$ cat config.mk
export PLATFORM = sky130hd
export DESIGN_NAME = wrp_shff_fifo_in_flat
export DESIGN_NICKNAME = d
export VERILOG_FILES = /design/src/rtl/wrp_shff_fifo_in_if.sv /design/src/rtl/wrp_shff_fifo_in.sv /design/src/flat_wrapper.sv
export SDC_FILE = /design/constraint.sdc
export NUM_CORES = 1
export LEC_CHECK = 0
export ABC_AREA = 1
export CORE_UTILIZATION = 57
export CTS_CLUSTER_SIZE = 12
export DETAILED_ROUTE_END_ITERATION = 12
export DONT_BUFFER_PORTS = 1
export GPL_ROUTABILITY_DRIVEN = 0
export PLACE_DENSITY = 0.76
export SYNTH_ARGS = -nofsm -noshare
export SYNTH_HDL_FRONTEND = slang
export SYNTH_SLANG_ARGS = --single-unit
$ cat constraint.sdc
create_clock -name clk -period 3.65 [get_ports clk]
set_clock_uncertainty 0.1 [all_clocks]
set_input_delay 0.73 -clock clk [delete_from_list [all_inputs] [get_ports clk]]
set_output_delay 0.73 -clock clk [all_outputs]
set_load 0.01 [all_outputs]
$ cat src/rtl/wrp_shff_fifo_in_if.sv
// Handshake bundle between the upstream sync FIFO, the shuffle-buffer write
// port and the downstream block reader.
interface wrp_shff_fifo_in_if;
  logic        fifo_empty;
  logic        fifo_re;
  logic [63:0] fifo_rd;
  logic        buf_we;
  logic [13:0] buf_wa;
  logic [63:0] buf_wd;
  logic        buf_empty;
  logic        buf_rdone;
  logic        buf_full;
  logic        err_udf;

  // The writer block drives the FIFO read strobe and the buffer write port.
  modport master (
    input  fifo_empty, fifo_rd, buf_rdone,
    output fifo_re, buf_we, buf_wa, buf_wd, buf_empty, buf_full, err_udf
  );

  modport slave (
    output fifo_empty, fifo_rd, buf_rdone,
    input  fifo_re, buf_we, buf_wa, buf_wd, buf_empty, buf_full, err_udf
  );
endinterface

$ cat src/rtl/wrp_shff_fifo_in.sv
// Moves 16-word blocks from a sync FIFO into a 1024-block shuffle buffer,
// transposing the block address on alternate 1024-block frames.
module wrp_shff_fifo_in #(
  parameter int fifo_delay = 1
) (
  input  logic                clk,
  input  logic                srst,
  wrp_shff_fifo_in_if.master  bus
);

  typedef enum logic [1:0] {IDLE, FILL, DRAIN} state_t;

  state_t                state, state_nx;
  logic [10:0]           blk_cnt;
  logic [10:0]           wa_cnt;
  logic [4:0]            icnt;
  logic [4:0]            wcnt;
  logic [fifo_delay-1:0] vpipe;
  logic                  re;
  logic                  commit;
  logic                  we_q;
  logic [13:0]           wa_q;
  logic [63:0]           wd_q;
  logic                  err_q;
  logic [9:0]            wa_msb;

  assign wa_msb = wa_cnt[10] ? {wa_cnt[4:0], wa_cnt[9:5]} : wa_cnt[9:0];

  // Commit one cycle after the 16th write is presented, so the reader never
  // sees a block whose last word is still in flight.
  assign commit = (state == DRAIN) && wcnt[4] && !we_q;

  always_ff @(posedge clk or posedge srst) begin
    if (srst) state <= IDLE;
    else      state <= state_nx;
  end

  always_comb begin
    // NOTE: every output of this block gets a default first, so no path leaves a latch.
    state_nx = state;
    re       = 1'b0;
    case (state)
      IDLE:  if (blk_cnt != 11'd1024 && !bus.fifo_empty) state_nx = FILL;
      FILL: begin
        re = !bus.fifo_empty;
        if (re && icnt == 5'd15) state_nx = DRAIN;
      end
      DRAIN: if (commit) state_nx = IDLE;
      default: state_nx = IDLE;
    endcase
  end

  // NOTE: all registered state uses non-blocking assignment so every flop samples pre-edge values.
  always_ff @(posedge clk or posedge srst) begin
    if (srst) begin
      vpipe  <= '0;
      we_q   <= 1'b0;
      wa_q   <= '0;
      wd_q   <= '0;
      icnt   <= '0;
      wcnt   <= '0;
      wa_cnt <= '0;
    end else begin
      vpipe <= (vpipe << 1) | fifo_delay'(re);
      we_q  <= vpipe[fifo_delay-1];
      if (vpipe[fifo_delay-1]) begin
        wd_q <= bus.fifo_rd;
        wa_q <= {wa_msb, wcnt[3:0]};
        wcnt <= wcnt + 5'd1;
      end
      if (re) icnt <= icnt + 5'd1;
      if (commit) begin
        icnt   <= '0;
        wcnt   <= '0;
        wa_cnt <= wa_cnt + 11'd1;
      end
    end
  end

  always_ff @(posedge clk or posedge srst) begin
    if (srst) begin
      blk_cnt <= '0;
      err_q   <= 1'b0;
    end else begin
      if (commit && !bus.buf_rdone)
        blk_cnt <= blk_cnt + 11'd1;
      else if (!commit && bus.buf_rdone && blk_cnt != 11'd0)
        blk_cnt <= blk_cnt - 11'd1;
      if (bus.buf_rdone && blk_cnt == 11'd0) err_q <= 1'b1;
    end
  end

  assign bus.fifo_re   = re;
  assign bus.buf_we    = we_q;
  assign bus.buf_wa    = wa_q;
  assign bus.buf_wd    = wd_q;
  assign bus.buf_empty = (blk_cnt == 11'd0);
  assign bus.buf_full  = (blk_cnt == 11'd1024);
  assign bus.err_udf   = err_q;

endmodule

$ cat src/flat_wrapper.sv
// flat-port wrapper written by rule: the top's interface ports become plain ports
module wrp_shff_fifo_in_flat 
#(
  parameter int fifo_delay = 1
)
  (clk, srst, bus_fifo_empty, bus_fifo_rd, bus_buf_rdone, bus_fifo_re, bus_buf_we, bus_buf_wa, bus_buf_wd, bus_buf_empty, bus_buf_full, bus_err_udf);
  wrp_shff_fifo_in_if bus_i ();
  input  logic clk;
  input  logic srst;
  input wire logic [$bits(bus_i.fifo_empty)-1:0] bus_fifo_empty;
  input wire logic [$bits(bus_i.fifo_rd)-1:0] bus_fifo_rd;
  input wire logic [$bits(bus_i.buf_rdone)-1:0] bus_buf_rdone;
  output wire logic [$bits(bus_i.fifo_re)-1:0] bus_fifo_re;
  output wire logic [$bits(bus_i.buf_we)-1:0] bus_buf_we;
  output wire logic [$bits(bus_i.buf_wa)-1:0] bus_buf_wa;
  output wire logic [$bits(bus_i.buf_wd)-1:0] bus_buf_wd;
  output wire logic [$bits(bus_i.buf_empty)-1:0] bus_buf_empty;
  output wire logic [$bits(bus_i.buf_full)-1:0] bus_buf_full;
  output wire logic [$bits(bus_i.err_udf)-1:0] bus_err_udf;
  assign bus_i.fifo_empty = bus_fifo_empty;
  assign bus_i.fifo_rd = bus_fifo_rd;
  assign bus_i.buf_rdone = bus_buf_rdone;
  assign bus_fifo_re = bus_i.fifo_re;
  assign bus_buf_we = bus_i.buf_we;
  assign bus_buf_wa = bus_i.buf_wa;
  assign bus_buf_wd = bus_i.buf_wd;
  assign bus_buf_empty = bus_i.buf_empty;
  assign bus_buf_full = bus_i.buf_full;
  assign bus_err_udf = bus_i.err_udf;
  wrp_shff_fifo_in #(.fifo_delay(fifo_delay)) u_core (.clk(clk), .srst(srst), .bus(bus_i));
endmodule
==> impl_metrics.py <==
metrics = {
    "clocking": {
        "postCtsSetupBuffers": 0,
        "cts_resized": 0,
        "cts_buffer_depth": 2,
        "cts-root-buf": "clkbuf_8",
        "cts_sinks": 115,
        "htree_levels": 4,
        "holdBufCountCts": 0,
        "cts_buffers": 17,
        "clk_latency_ps": 500,
        "clkSlewWorstSetupHoldPaths_ps": 60,
        "tritoncts": "done",
    },
    "critical_path": {
        "r2r_cells": 9,
        "arrival_ps": 2840,
        "slowest_delay_ps": 520,
        "worstPathMaxFanout": 20,
        "path_common_cell": "nand2_1",
        "crit_required_ps": 3930,
        "r2r-start": "u_core.bus.buf_we$_DFF_PP0_",
        "crit_end": "u_core.blk_cnt[8]$_DFFE_PP0P_",
        "r2r-end": "u_core.blk_cnt[8]$_DFFE_PP0P_",
        "crit_path_start_kind": "register",
        "path_delay_family": "simple AND/OR/NAND/NOR gates",
        "path_depth": 9,
        "critPathCaptureType": "register",
        "crit_start": "u_core.bus.buf_we$_DFF_PP0_",
        "cp_num_buf_inv": 0,
        "worst-setup-path-type": "reg -> reg",
        "r2r_slack_ps": 1090,
        "slowest_stage": "ha_1",
        "path_cells": "nor2_4 -> nand3_2 -> ha_1 -> or2_2 -> and2_1 -> nand2_1 -> nand3b_1 -> nand3_1 -> nand2_1",
    },
    "cells_and_area": {
        "fin_nets": 728,
        "utilization": 0.6695,
        "n_antenna_cell": 0,
        "area_growth_pct": 12.39,
        "fin_cells": 767,
        "layout-drive-gt1-share": 0.08346,
    },
    "power_and_ir_drop": {
        "seqPwrFrac": 0.400,
        "p_clk_frac": 0.407,
        "p_leak_uw": 0.003030,
        "peakVddDrop_mv": 0.3934,
        "p_sw_uw": 1175,
        "p_comb_frac": 0.192,
        "p_per_area_nw_per_um2": 640.8,
        "swShare": 0.3096,
        "power.internal_uw": 2621,
    },
    "sta": {
        "finalCritPeriodShare": 0.7018,
        "hold_viol": 0,
        "clock.fmax_ghz": 0.3904,
        "rsz0062_at_grt": "no",
        "fin_tns_setup_ps": 0,
        "setup_violations": 0,
        "min_period_ps": 2562,
        "drv_slew": 0,
        "tightest_slew_ps": 935.6,
        "relSlewSlack": 0.3750,
    },
    "die": {
        "dieArea_um2": 9636,
        "rows": 34,
        "die_h_um": 98.17,
        "die_w_um": 98.17,
        "core_um2": 8848,
        "io-pin-count": 151,
        "initial_core_util": 0.5957,
    },
    "synth": {
        "yosysSeqAreaShare": 0.5459,
        "synthTopCellsByCount": "298 x nand2_1, 115 x dfrtp_1, 43 x inv_1, 32 x nor2_1, 31 x nand3_1",
        "synth_top_area_cell": "dfrtp_1",
        "synthArstFlopShare": 1.000,
        "synth.distinct_cells": 32,
        "avgSynthCellArea_um2": 8.185,
        "synth_most_common_cell": "nand2_1",
        "syn_area_um2": 5271,
        "syn_inst": 644,
        "synth-edff-count": 0,
        "synthFlopType": "dfrtp_1",
        "yosys_register_bits": 115,
        "synthTopCellsByArea": "dfrtp_1 55%, nand2_1 21%, ha_1 3.1%, inv_1 3.1%, nand3_1 2.9%",
        "synth_top_cell_area_share": 0.5459,
        "syn_nets": 726,
        "ys_warn_count": 0,
    },
    "route": {
        "totalWireLength_um": 11560,
        "drc_errors": 17,
        "firstDrtPassIters": 10,
        "routedWlPerCell_um": 15.07,
        "routed_via_density": 5.349,
        "first_iter_violations": 185,
        "vias": 4103,
        "detail-route-antenna-nets": 0,
    },
    "global_route": {
        "overflow": 0,
        "grt_pass1_vias": 3855,
        "grt_usage": 0.2443,
        "antenna_found_initial": 0,
        "grt_max_degree": 82,
        "grt_pass1_wl_um": 18550,
    },
    "worst_hold_path": {
        "hp-class": "in -> async",
    },
    "status": {
        "failed_checks": "DRC",
        "outcome": "finished, violations left",
    },
    "placement": {
        "place_hpwl_um": 7850,
        "dp.cells": 735,
        "portBuffers": 0,
    },
    "flow_run": {
        "drv_cap": 0,
    },
}
==> stage by stage <==
step | instance area, um^2 | hold WS (ps) | setup WS (ps) | power, uW
after CTS | 5924 | 203.0 | 1094 | 3818
after global placement | 5359 | 358.1 | 963.5 | 2235
final | 5924 | 188.0 | 1088 | 3796
after global routing | 5924 | 234.6 | 934.6 | 4007
after detailed placement | 5359 | 360.0 | 887.9 | 2262
after floorplan | 5275 | 248.7 | 1284 | 2109
==> worst reg2reg max path: stages, from the launching register on <==
cell and delay [ps]:
dfrtp_1 460, nor2_4 170, nand3_2 400, ha_1 530
or2_2 300, and2_1 190, nand2_1 80, nand3b_1 80
nand3_1 80, nand2_1 50
==> metal layers <==
layer  global-route usage  wire, um
met1               0.3045      4723
met2               0.4166      5744
met3              0.05870       902
met4              0.08840       187
met5                    0         0
==> how the worst min path moves through the flow <==
stage                                           from                                end  depth (start not counted)
final                                           srst   u_core.bus.buf_wd[6]$_DFFE_PP0P_                          1
after global routing                 bus_fifo_rd[56]  u_core.bus.buf_wd[56]$_DFFE_PP0P_                          2
after CTS                                       srst   u_core.bus.buf_wd[6]$_DFFE_PP0P_                          1
after detailed placement  u_core.wcnt[3]$_DFFE_PP0P_         u_core.wcnt[3]$_DFFE_PP0P_                          1
after global placement    u_core.wcnt[3]$_DFFE_PP0P_         u_core.wcnt[3]$_DFFE_PP0P_                          1
after floorplan               u_core.vpipe$_DFF_PP0_        u_core.bus.buf_we$_DFF_PP0_                          0
==> power by group through the flow <==
stage,Clock (uW),Sequential [uW],Combinational (uW)
finish,1550,1520,731
global route,1620,1530,850
CTS,1570,1520,727
detailed placement,0,1540,725
global placement,0,1540,698
floorplan,0,1510,603
==> cell families after synthesis <==
logic type                 synth area share
and+or+nand+nor                      0.2996
DFF                                  0.5459
buffers and inverters               0.05364
AOI/OAI and AO/OA                   0.04462
adders and majority gates           0.03466
xor gates and xnor gates            0.02160
==> layout by cell type (no fill, tap or decap), types with 5 or more instances in the layout <==
master	n
nand2_1	298
dfrtp_1	114
inv_1	42
nor2_1	32
nand3_1	31
o21ai_0	30
clkbuf_16	16
ha_1	13
xor2_1	12
a21oi_1	11
nor3_1	7
buf_4	5
==> registers in the layout (all words and copies together) (netlist names) <==
register and flops:
u_core.bus.err_udf 1, u_core.state 2, u_core.wcnt 5, u_core.wa_cnt 11, u_core.bus.buf_we 1, u_core.icnt 5
u_core.vpipe 1, u_core.bus.buf_wd 64, u_core.bus.buf_wa 14, u_core.blk_cnt 11
==> layout make-up <==
| type | instances | area (um^2) |
|---|---|---|
| fillers | 699 | 2924 |
| clock buffers | 19 | 441.7 |
| clock inverters | 13 | 123.9 |
| inverters | 46 | 176.4 |
| well taps | 108 | 135.1 |
| repair buffers | 6 | 57.56 |
| multi-input cells | 460 | 2111 |
| flip-flops and latches | 115 | 2879 |
Note: power is estimated with default switching activity, not from simulation.
